$ cat config.mk
export PLATFORM = sky130hd
export DESIGN_NAME = regfile_wb_arbiter_flat
export DESIGN_NICKNAME = d
export VERILOG_FILES = /design/src/rtl/regfile_wb_arbiter_if.sv /design/src/rtl/regfile_wb_arbiter.sv /design/src/flat_wrapper.sv
export SDC_FILE = /design/constraint.sdc
export NUM_CORES = 1
export LEC_CHECK = 0
export BUFFER_PORTS_ARGS = -buffer_cell sky130_fd_sc_hd__clkbuf_2
export CAP_MARGIN = 20
export CORE_MARGIN = 2
export CORE_UTILIZATION = 54
export CTS_BUF_LIST = sky130_fd_sc_hd__clkbuf_4
export DETAILED_ROUTE_END_ITERATION = 7
export GPL_TIMING_DRIVEN = 1
export PLACE_DENSITY = 0.77
export SYNTH_ARGS = -nofsm -noshare
export SYNTH_HDL_FRONTEND = slang
export SYNTH_SLANG_ARGS = --single-unit
$ cat constraint.sdc
create_clock -name clk -period 2.4 [get_ports clk]
set_clock_uncertainty 0.1 [all_clocks]
set_input_delay 0.72 -clock clk [delete_from_list [all_inputs] [get_ports clk]]
set_output_delay 0.72 -clock clk [all_outputs]
set_load 0.02 [all_outputs]
$ cat src/rtl/regfile_wb_arbiter_if.sv
// Bundle of the arbiter's stream inputs, the register file write port and the
// hazard-side status outputs. master = arbiter side, slave = environment side.
interface regfile_wb_arbiter_if #(
  parameter int unsigned FIFO_DEPTH = 4
);
  localparam int unsigned CntW = $clog2(FIFO_DEPTH) + 1;

  logic            pipe_valid;
  logic            pipe_ready;
  logic [4:0]      pipe_rd;
  logic [31:0]     pipe_data;
  logic            ext_valid;
  logic            ext_ready;
  logic [4:0]      ext_rd;
  logic [31:0]     ext_data;
  logic [4:0]      wsel;
  logic            wen;
  logic [31:0]     wdat;
  logic [31:0]     pend_mask;
  logic [CntW-1:0] fifo_cnt;

  modport master (
    input  pipe_valid, pipe_rd, pipe_data, ext_valid, ext_rd, ext_data,
    output pipe_ready, ext_ready, wsel, wen, wdat, pend_mask, fifo_cnt
  );

  modport slave (
    output pipe_valid, pipe_rd, pipe_data, ext_valid, ext_rd, ext_data,
    input  pipe_ready, ext_ready, wsel, wen, wdat, pend_mask, fifo_cnt
  );
endinterface

$ cat src/rtl/regfile_wb_arbiter.sv
// Register file writeback arbiter: merges the in-order pipe result stream and a
// FIFO-buffered multi-cycle (ext) result stream onto one registered write port.
// Pipe has priority; a starvation counter periodically forces one ext drain.
module regfile_wb_arbiter #(
  parameter int unsigned FIFO_DEPTH = 4,
  parameter int unsigned STARVE_MAX = 8
) (
  input logic                  clk,
  input logic                  nrst,
  regfile_wb_arbiter_if.master bus
);

  localparam int unsigned PtrW = (FIFO_DEPTH > 1) ? $clog2(FIFO_DEPTH) : 1;
  localparam int unsigned CntW = $clog2(FIFO_DEPTH) + 1;
  localparam int unsigned StW  = $clog2(STARVE_MAX + 1);
  localparam logic [CntW-1:0] CntFull   = CntW'(FIFO_DEPTH);
  localparam logic [StW-1:0]  StarveMax = StW'(STARVE_MAX);

  typedef enum logic [0:0] {StNormal, StForce} state_e;

  state_e          state_q;
  logic [StW-1:0]  starve_q;
  logic [StW-1:0]  starve_nxt;

  logic [4:0]            fifo_rd_q   [FIFO_DEPTH];
  logic [31:0]           fifo_data_q [FIFO_DEPTH];
  logic [FIFO_DEPTH-1:0] fifo_vld_q;
  logic [PtrW-1:0]       wr_ptr_q;
  logic [PtrW-1:0]       rd_ptr_q;
  logic [CntW-1:0]       cnt_q;

  logic        wen_q;
  logic [4:0]  wsel_q;
  logic [31:0] wdat_q;

  logic        fifo_empty;
  logic        ext_ready;
  logic        pipe_ready;
  logic        enq;
  logic        deq;
  logic        sel_pipe;
  logic [4:0]  sel_rd;
  logic [31:0] sel_data;
  logic [31:0] pend_mask;

  // Source selection: FORCE drains the FIFO head, NORMAL prefers pipe.
  always_comb begin
    fifo_empty = (cnt_q == '0);
    ext_ready  = (cnt_q != CntFull);
    pipe_ready = (state_q == StNormal);
    enq        = bus.ext_valid && ext_ready;
    sel_pipe   = 1'b0;
    deq        = 1'b0;
    if (state_q == StForce) begin
      deq = !fifo_empty;
    end else if (bus.pipe_valid) begin
      sel_pipe = 1'b1;
    end else if (!fifo_empty) begin
      deq = 1'b1;
    end
    sel_rd     = sel_pipe ? bus.pipe_rd   : fifo_rd_q[rd_ptr_q];
    sel_data   = sel_pipe ? bus.pipe_data : fifo_data_q[rd_ptr_q];
    starve_nxt = (starve_q == StarveMax) ? starve_q : starve_q + 1'b1;
  end

  // Pending-destination mask over all live FIFO entries; x0 never pends.
  always_comb begin
    pend_mask = '0;
    for (int i = 0; i < int'(FIFO_DEPTH); i++) begin
      if (fifo_vld_q[i]) pend_mask[fifo_rd_q[i]] = 1'b1;
    end
    pend_mask[0] = 1'b0;
  end

  // Ext FIFO storage, pointers and occupancy.
  always_ff @(posedge clk or negedge nrst) begin
    if (!nrst) begin
      for (int i = 0; i < int'(FIFO_DEPTH); i++) begin
        fifo_rd_q[i]   <= '0;
        fifo_data_q[i] <= '0;
      end
      fifo_vld_q <= '0;
      wr_ptr_q   <= '0;
      rd_ptr_q   <= '0;
      cnt_q      <= '0;
    end else begin
      // enq and deq never hit the same slot: enq needs non-full, deq non-empty.
      if (deq) begin
        fifo_vld_q[rd_ptr_q] <= 1'b0;
        rd_ptr_q             <= rd_ptr_q + 1'b1;
      end
      if (enq) begin
        fifo_rd_q[wr_ptr_q]   <= bus.ext_rd;
        fifo_data_q[wr_ptr_q] <= bus.ext_data;
        fifo_vld_q[wr_ptr_q]  <= 1'b1;
        wr_ptr_q              <= wr_ptr_q + 1'b1;
      end
      unique case ({enq, deq})
        2'b10:   cnt_q <= cnt_q + 1'b1;
        2'b01:   cnt_q <= cnt_q - 1'b1;
        default: cnt_q <= cnt_q;
      endcase
    end
  end

  // Arbitration FSM, starvation counter and registered write port.
  always_ff @(posedge clk or negedge nrst) begin
    if (!nrst) begin
      state_q  <= StNormal;
      starve_q <= '0;
      wen_q    <= 1'b0;
      wsel_q   <= '0;
      wdat_q   <= '0;
    end else begin
      wen_q <= 1'b0;
      // Writes to x0 complete the handshake but are dropped here.
      if ((sel_pipe || deq) && (sel_rd != 5'd0)) begin
        wen_q  <= 1'b1;
        wsel_q <= sel_rd;
        wdat_q <= sel_data;
      end
      unique case (state_q)
        StNormal: begin
          if (deq) begin
            starve_q <= '0;
          end else if (sel_pipe && !fifo_empty) begin
            starve_q <= starve_nxt;
            if (starve_nxt == StarveMax) state_q <= StForce;
          end
        end
        StForce: begin
          starve_q <= '0;
          state_q  <= StNormal;
        end
        default: state_q <= StNormal;
      endcase
    end
  end

  assign bus.pipe_ready = pipe_ready;
  assign bus.ext_ready  = ext_ready;
  assign bus.wen        = wen_q;
  assign bus.wsel       = wsel_q;
  assign bus.wdat       = wdat_q;
  assign bus.pend_mask  = pend_mask;
  assign bus.fifo_cnt   = cnt_q;

endmodule

$ cat src/flat_wrapper.sv
// flat-port wrapper written by rule: the top's interface ports become plain ports
module regfile_wb_arbiter_flat 
#(
  parameter int unsigned FIFO_DEPTH = 4,
  parameter int unsigned STARVE_MAX = 8
)
  (clk, nrst, bus_pipe_valid, bus_pipe_rd, bus_pipe_data, bus_ext_valid, bus_ext_rd, bus_ext_data, bus_pipe_ready, bus_ext_ready, bus_wsel, bus_wen, bus_wdat, bus_pend_mask, bus_fifo_cnt);
  regfile_wb_arbiter_if #(.FIFO_DEPTH(FIFO_DEPTH)) bus_i ();
  input logic clk;
  input logic nrst;
  input wire logic [$bits(bus_i.pipe_valid)-1:0] bus_pipe_valid;
  input wire logic [$bits(bus_i.pipe_rd)-1:0] bus_pipe_rd;
  input wire logic [$bits(bus_i.pipe_data)-1:0] bus_pipe_data;
  input wire logic [$bits(bus_i.ext_valid)-1:0] bus_ext_valid;
  input wire logic [$bits(bus_i.ext_rd)-1:0] bus_ext_rd;
  input wire logic [$bits(bus_i.ext_data)-1:0] bus_ext_data;
  output wire logic [$bits(bus_i.pipe_ready)-1:0] bus_pipe_ready;
  output wire logic [$bits(bus_i.ext_ready)-1:0] bus_ext_ready;
  output wire logic [$bits(bus_i.wsel)-1:0] bus_wsel;
  output wire logic [$bits(bus_i.wen)-1:0] bus_wen;
  output wire logic [$bits(bus_i.wdat)-1:0] bus_wdat;
  output wire logic [$bits(bus_i.pend_mask)-1:0] bus_pend_mask;
  output wire logic [$bits(bus_i.fifo_cnt)-1:0] bus_fifo_cnt;
  assign bus_i.pipe_valid = bus_pipe_valid;
  assign bus_i.pipe_rd = bus_pipe_rd;
  assign bus_i.pipe_data = bus_pipe_data;
  assign bus_i.ext_valid = bus_ext_valid;
  assign bus_i.ext_rd = bus_ext_rd;
  assign bus_i.ext_data = bus_ext_data;
  assign bus_pipe_ready = bus_i.pipe_ready;
  assign bus_ext_ready = bus_i.ext_ready;
  assign bus_wsel = bus_i.wsel;
  assign bus_wen = bus_i.wen;
  assign bus_wdat = bus_i.wdat;
  assign bus_pend_mask = bus_i.pend_mask;
  assign bus_fifo_cnt = bus_i.fifo_cnt;
  regfile_wb_arbiter #(.FIFO_DEPTH(FIFO_DEPTH), .STARVE_MAX(STARVE_MAX)) u_core (.clk(clk), .nrst(nrst), .bus(bus_i));
endmodule
# Yosys cells after proc, flatten, opt, wreduce, memory -nomap -nowiden
# Cells that the tools add are included.
# Widths: inputs -> output; s select.
# word_totals
reg_bits	202
in_bits	78
output_inout_bits	75
wordCells	114
# classes
add_sub_neg	5
n_lt_le_gt_ge	15
eq_ne	6
muxes	47
bitwise	9
n_reduce_logical	15
# ops
cell	count
$mux 32	8
$bwmux 128	1
$or 32x32->32	3
$bmux 32 s2	1
$demux 32 s2	1
$lt 5x6->1 const B	4
$bwmux 20	1
$demux 1 s5	4
$ge 5x1->1 const B	4
$mux 4	5
$mux 5	4
$mux 1	15
$bmux 5 s2	1
$demux 5 s2	1
$logic_and 1x1->1	10
$eq 4x4->1 const B	2
$pmux 4 s2	1
$ge 3x3->1 const B	2
$lt 2x3->1 const B	2
$not 2->3	2
$pmux 3 s2	1
$reduce_bool 5->1	1
$add 2x1->2 const B	2
$add 4x1->4 const B	1
other kinds (18)	20

# Longest topological paths before layout
# depth
ltp_word	11
depth_mapped	11
ltp_nobuf	10

# Worst setup path before layout
# OpenSTA, ideal clock, no wires.
# synth_path
path_type	reg-to-reg
startpoint	register u_core.cnt_q[0] (netlist: u_core.bus.fifo_cnt[0])
endpoint	register u_core.fifo_data_q[16] (netlist name)
setup_ns	0.125
arrival_ns	2.261
setup_slack_ns	-0.086
stages_incl_launch_ff	9
n_path_buf	3
path_cell_list	dfrtp_1 inv_1 nand3_1 and2_1 clkbuf_1 nand2_1 clkbuf_1 buf_2 mux2_2
# synth_between
elab_chain_cells	2
# synth_rtl
item	line	source
start: declaration	regfile_wb_arbiter.sv:30	logic [CntW-1:0] cnt_q;
start signal: assignment	regfile_wb_arbiter.sv:99	2'b10: cnt_q <= cnt_q + 1'b1;
start signal: assignment	regfile_wb_arbiter.sv:100	2'b01: cnt_q <= cnt_q - 1'b1;
start signal: assignment	regfile_wb_arbiter.sv:101	default: cnt_q <= cnt_q;
$ne 3x3->1	regfile_wb_arbiter.sv:49	ext_ready = (cnt_q != CntFull);
via bus_ext_ready	flat_wrapper.sv:18	output wire logic [$bits(bus_i.ext_ready)-1:0] bus_ext_ready;
$logic_and 1x1->1	regfile_wb_arbiter.sv:51	enq = bus.ext_valid && ext_ready;
end signal: indexed assignment	regfile_wb_arbiter.sv:94	fifo_data_q[wr_ptr_q] <= bus.ext_data;
end: declaration	regfile_wb_arbiter.sv:26	logic [31:0] fifo_data_q [FIFO_DEPTH];
# The timed path passes the listed nets, and every way through them passes these cells.
# A chain may end at the register's enable or synchronous reset.

# Worst setup path in the final report
# layout_path
startpoint	register u_core.fifo_rd_q[14] (netlist name)
endpoint	output bus_pend_mask[3]
# layout_between
elab_chain_cells	10
word_cells_on_any_way	11
cone_classes	order compare: 2; mux: 5; bitwise: 3; reduce/logical: 1
# layout_rtl
item	line	source
start: declaration	regfile_wb_arbiter.sv:25	logic [4:0] fifo_rd_q [FIFO_DEPTH];
start signal: indexed assignment	regfile_wb_arbiter.sv:93	fifo_rd_q[wr_ptr_q] <= bus.ext_rd;
$lt 5x6->1 (not written as such) or $ge 5x1->1 (tied branches)	regfile_wb_arbiter.sv:70	if (fifo_vld_q[i]) pend_mask[fifo_rd_q[i]] = 1'b1;
$logic_and 1x1->1 (not written as such)	regfile_wb_arbiter.sv:70	
$mux 1 (not written as such)	regfile_wb_arbiter.sv:70	
$demux 1 s5 *	n/a	
$or 32x32->32 (no source line) *	n/a	
$mux 32 *	regfile_wb_arbiter.sv:70	
$or 32x32->32 (no source line)	n/a	
$mux 32 *	regfile_wb_arbiter.sv:70	
$or 32x32->32 (no source line)	n/a	
$mux 32 *	regfile_wb_arbiter.sv:70	
end: declaration	flat_wrapper.sv:22	output wire logic [$bits(bus_i.pend_mask)-1:0] bus_pend_mask;
# Every way passes the cells marked *; elsewhere a longest branch is shown, timed or not.

==> summary.txt <==
Die
  • Die X: 141 um
  • DIE HEIGHT: 141 um
  • CORE AREA: 0.0186 mm2
  • Initial cell density of the core: 0.547
  • I/O Pins: 153
  • # rows: 50
  • Die ar.: 0.0199 mm2

Cells and area
  • Most frequent cells in the layout: dfrtp_1, mux2_2, nand2_1, clkbuf_2, clkbuf_4
  • Commonest non-fill, non-tap cell in the layout: dfrtp_1
  • Layout cell share with drive strength beyond 1: 0.584
  • Multi-input combinational cell area: 0.00528 mm2
  • Area grow syn2layout: 32.2%
  • Reg area: 0.00508 mm2
  • Fillers: 1233
  • Layout Nets: 1173

Timing
  • Final Hold Fails: 0
  • Fmax: 340 MHz
  • Fin crit period: 2.94 ns
  • Max Slew Vio Count: 0
  • Final setup viols: 68
  • Period utilization: 1.23
  • Final WS setup: -0.542 ns
  • RSZ-0062 raised after global routing: true

Worst setup path
  • Max FO, Critical Path: 7
  • WP buf/inv: 2
  • Crit path DAT: 2.12 ns
  • CP max-delay cell: dfrtp_2
  • Critical path type: reg -> out
  • Worst EP required: 1.58 ns
  • Slowest cell delay on critical path: 0.49 ns
  • CP top delay family: flip-flops
  • Critical-path cell list: buf_6 -> or3_4 -> o22ai_2 -> a211o_1 -> buf_8
  • Worst Setup End Kind: output port
  • Crit path launch type: flop

GRT
  • Pin count of the biggest net entering global routing: 47
  • Initial antenna violation count: 1
  • Met2 Use GR: 0.414
  • Grt met1 use: 0.362
  • GRT Max-Usage Layer: met2
  • GR Util met3: 0.0557
  • GRT Util Overall: 0.263
  • First-pass GRT wire length: 41800 um
  • Grt ovf: 0
  • Vias in the first global route: 8199

Power
  • Total power: 19.4 mW
  • PD cells: 1440 mW/mm2
  • Peak VDD IR: 0.764 mV
  • Leak: 6.25 nW

Drt
  • Vias per cell: 5.95
  • DRT Wirelength: 27900 um
  • Routed Antenna Nets: 0
  • Final routed DRC violation total: 0
  • Drt wl/cell: 20.6 um
  • Starting DRC count in detailed routing: 650
  • Pre-Repair DR Iteration Count: 6
  • Via count: 8050

Outcome
  • Failing checks: negative setup slack
  • Status: finished, violations left

CTS
  • Maximum root-to-sink buffer count: 3
  • CTS tree: done
  • Clk Latency, worst-skew pair: 0.65 ns
  • Clock transition at the registers of the reported paths: 0.07 ns
  • CTS H-tree lvls: 2
  • CTS root buf: clkbuf_4
  • Clock tree sinks: 202
  • CTS Buf Count: 53

Hold path
  • Hold Path Class: in -> reg

Synth
  • Mapped Nets: 913
  • Library cells used by synthesis: 45
  • Seq cells post-synth: 202
  • Top FF cell, synth: dfrtp_1
  • Yosys Warn Count: 0
  • Sequential element share of the synthesized area: 0.497
  • Mapped Area: 0.0102 mm2
  • Ys async rst share: 1.00
  • Post-Syn Area per Cell: 12.4 um2
  • Number of flops mapped to enable cells by yosys: 0
  • Synth Instances: 823

Run
  • Max-Cap Viols: 0

Place
  • Pre-CTS setup slack: -0.00106 ns
  • Port Buffers: 151
  • DP HPWL: 16400 um
  • GPL Wtd Cong: 0.950
-- registers in the layout (all words and copies together) (netlist names) --
| signal | cells |
|---|---|
| u_core.bus.fifo_cnt | 3 |
| u_core.bus.wdat | 32 |
| u_core.bus.wen | 1 |
| u_core.bus.wsel | 5 |
| u_core.fifo_data_q | 128 |
| u_core.fifo_rd_q | 20 |
| u_core.fifo_vld_q | 4 |
| u_core.rd_ptr_q | 2 |
| u_core.starve_q | 4 |
| u_core.state_q | 1 |
| u_core.wr_ptr_q | 2 |
-- routing by layer --
layer | routed length [um] | up-vias | part of all wire
li1 | - | 3521 | -
met4 | 1010 | 0 | 0.036
met5 | 0 | - | 0
met1 | 11600 | 4028 | 0.42
met3 | 2180 | 101 | 0.078
met2 | 13000 | 400 | 0.47
-- power breakdown --
part,total [mW],leakage (nW),switching (mW),internal (mW)
clock,2.81,0.377,1.38,1.43
combinational,10.1,3.49,4.63,5.49
sequential,6.46,2.39,1.28,5.18
total,19.4,6.25,7.28,12.1
-- through the flow --
stage / hold WS [ns] / util / area (um2) / cells / TNS (ns)
after global routing: 0.199 / 0.724 / 13400 / 1353 / -23.22
after floorplan: 0.324 / - / 10200 / 823 / 0
after detailed placement: 0.372 / 0.620 / 11500 / 1204 / -0.00106
after CTS: 0.197 / 0.691 / 12800 / 1325 / -14.61
final: 0.245 / 0.724 / 13400 / 1353 / -19.57
after global placement: 0.363 / 0.620 / 11500 / 1204 / 0
-- synth_stat cells, drive strengths merged (5+ instances only) --
cell	instances	area, um2
nand2	134	503
a22oi	8	60.1
nand3	10	50.1
mux4	39	878
o221ai	18	158
buf	20	120
inv	18	67.6
a21oi	12	60.1
a221o	7	70.1
nand3b	13	97.6
dfrtp	202	5050
nor2	36	135
nor3b	8	60.1
mux2	183	2060
o22ai	12	75.1
a211o	5	43.8
o21ai	5	25.0
clkbuf	34	128
ha	11	138
-- path summary, 6_finish.rpt --
check | depth (start not counted) | slack [ns] | start | end
worst max-delay path | 5 | -0.54 | u_core.fifo_rd_q[14] | bus_pend_mask[3]
worst min-delay path | 2 | 0.25 | bus_ext_data[6] | u_core.fifo_data_q[38]
worst max register to register | 8 | -0.21 | u_core.fifo_rd_q[3] | u_core.bus.wdat[31]
worst min register to register | 1 | 0.39 | u_core.bus.wdat[5] | u_core.bus.wdat[5]
max in group asynchronous | 3 | 1.11 | nrst | u_core.fifo_rd_q[15]
min in group asynchronous | 2 | 0.48 | nrst | u_core.bus.wdat[9]
-- kinds of logic after synthesis --
group | Yosys count | share of synthesized area
AOI/OAI and AO/OA | 76 | 0.0556
muxes | 223 | 0.290
adders and majority gates | 12 | 0.0155
and+or+nand+nor | 231 | 0.105
buffers and inverters | 72 | 0.0310
other | 1 | 0.000369
xor gates and xnor gates | 6 | 0.00517
DFF | 202 | 0.497
-- cell type report --
cell class / instances / share of cell area
multi-input combinational: 549 / 0.393
sequential: 202 / 0.378
timing repair buffer: 259 / 0.156
clock buffer: 75 / 0.0419
tap: 234 / 0.0218
inverter: 18 / 0.00503
clock inverter: 15 / 0.00465
antenna: 1 / 0.000186
-- what timing repair did --
| action | CTS | global route |
|---|---|---|
| cloned | 0 | 5 |
| setup endpoints to repair | 31 | 66 |
| endpoints found under the hold margin | 39 | 0 |
| pin swaps | 23 | 28 |
| buffers inserted | 32 | 22 |
| hold buffers | 1 | 0 |
| gates resized for setup | 125 | 95 |
No activity file was read; power rests on OpenSTA's default activity.
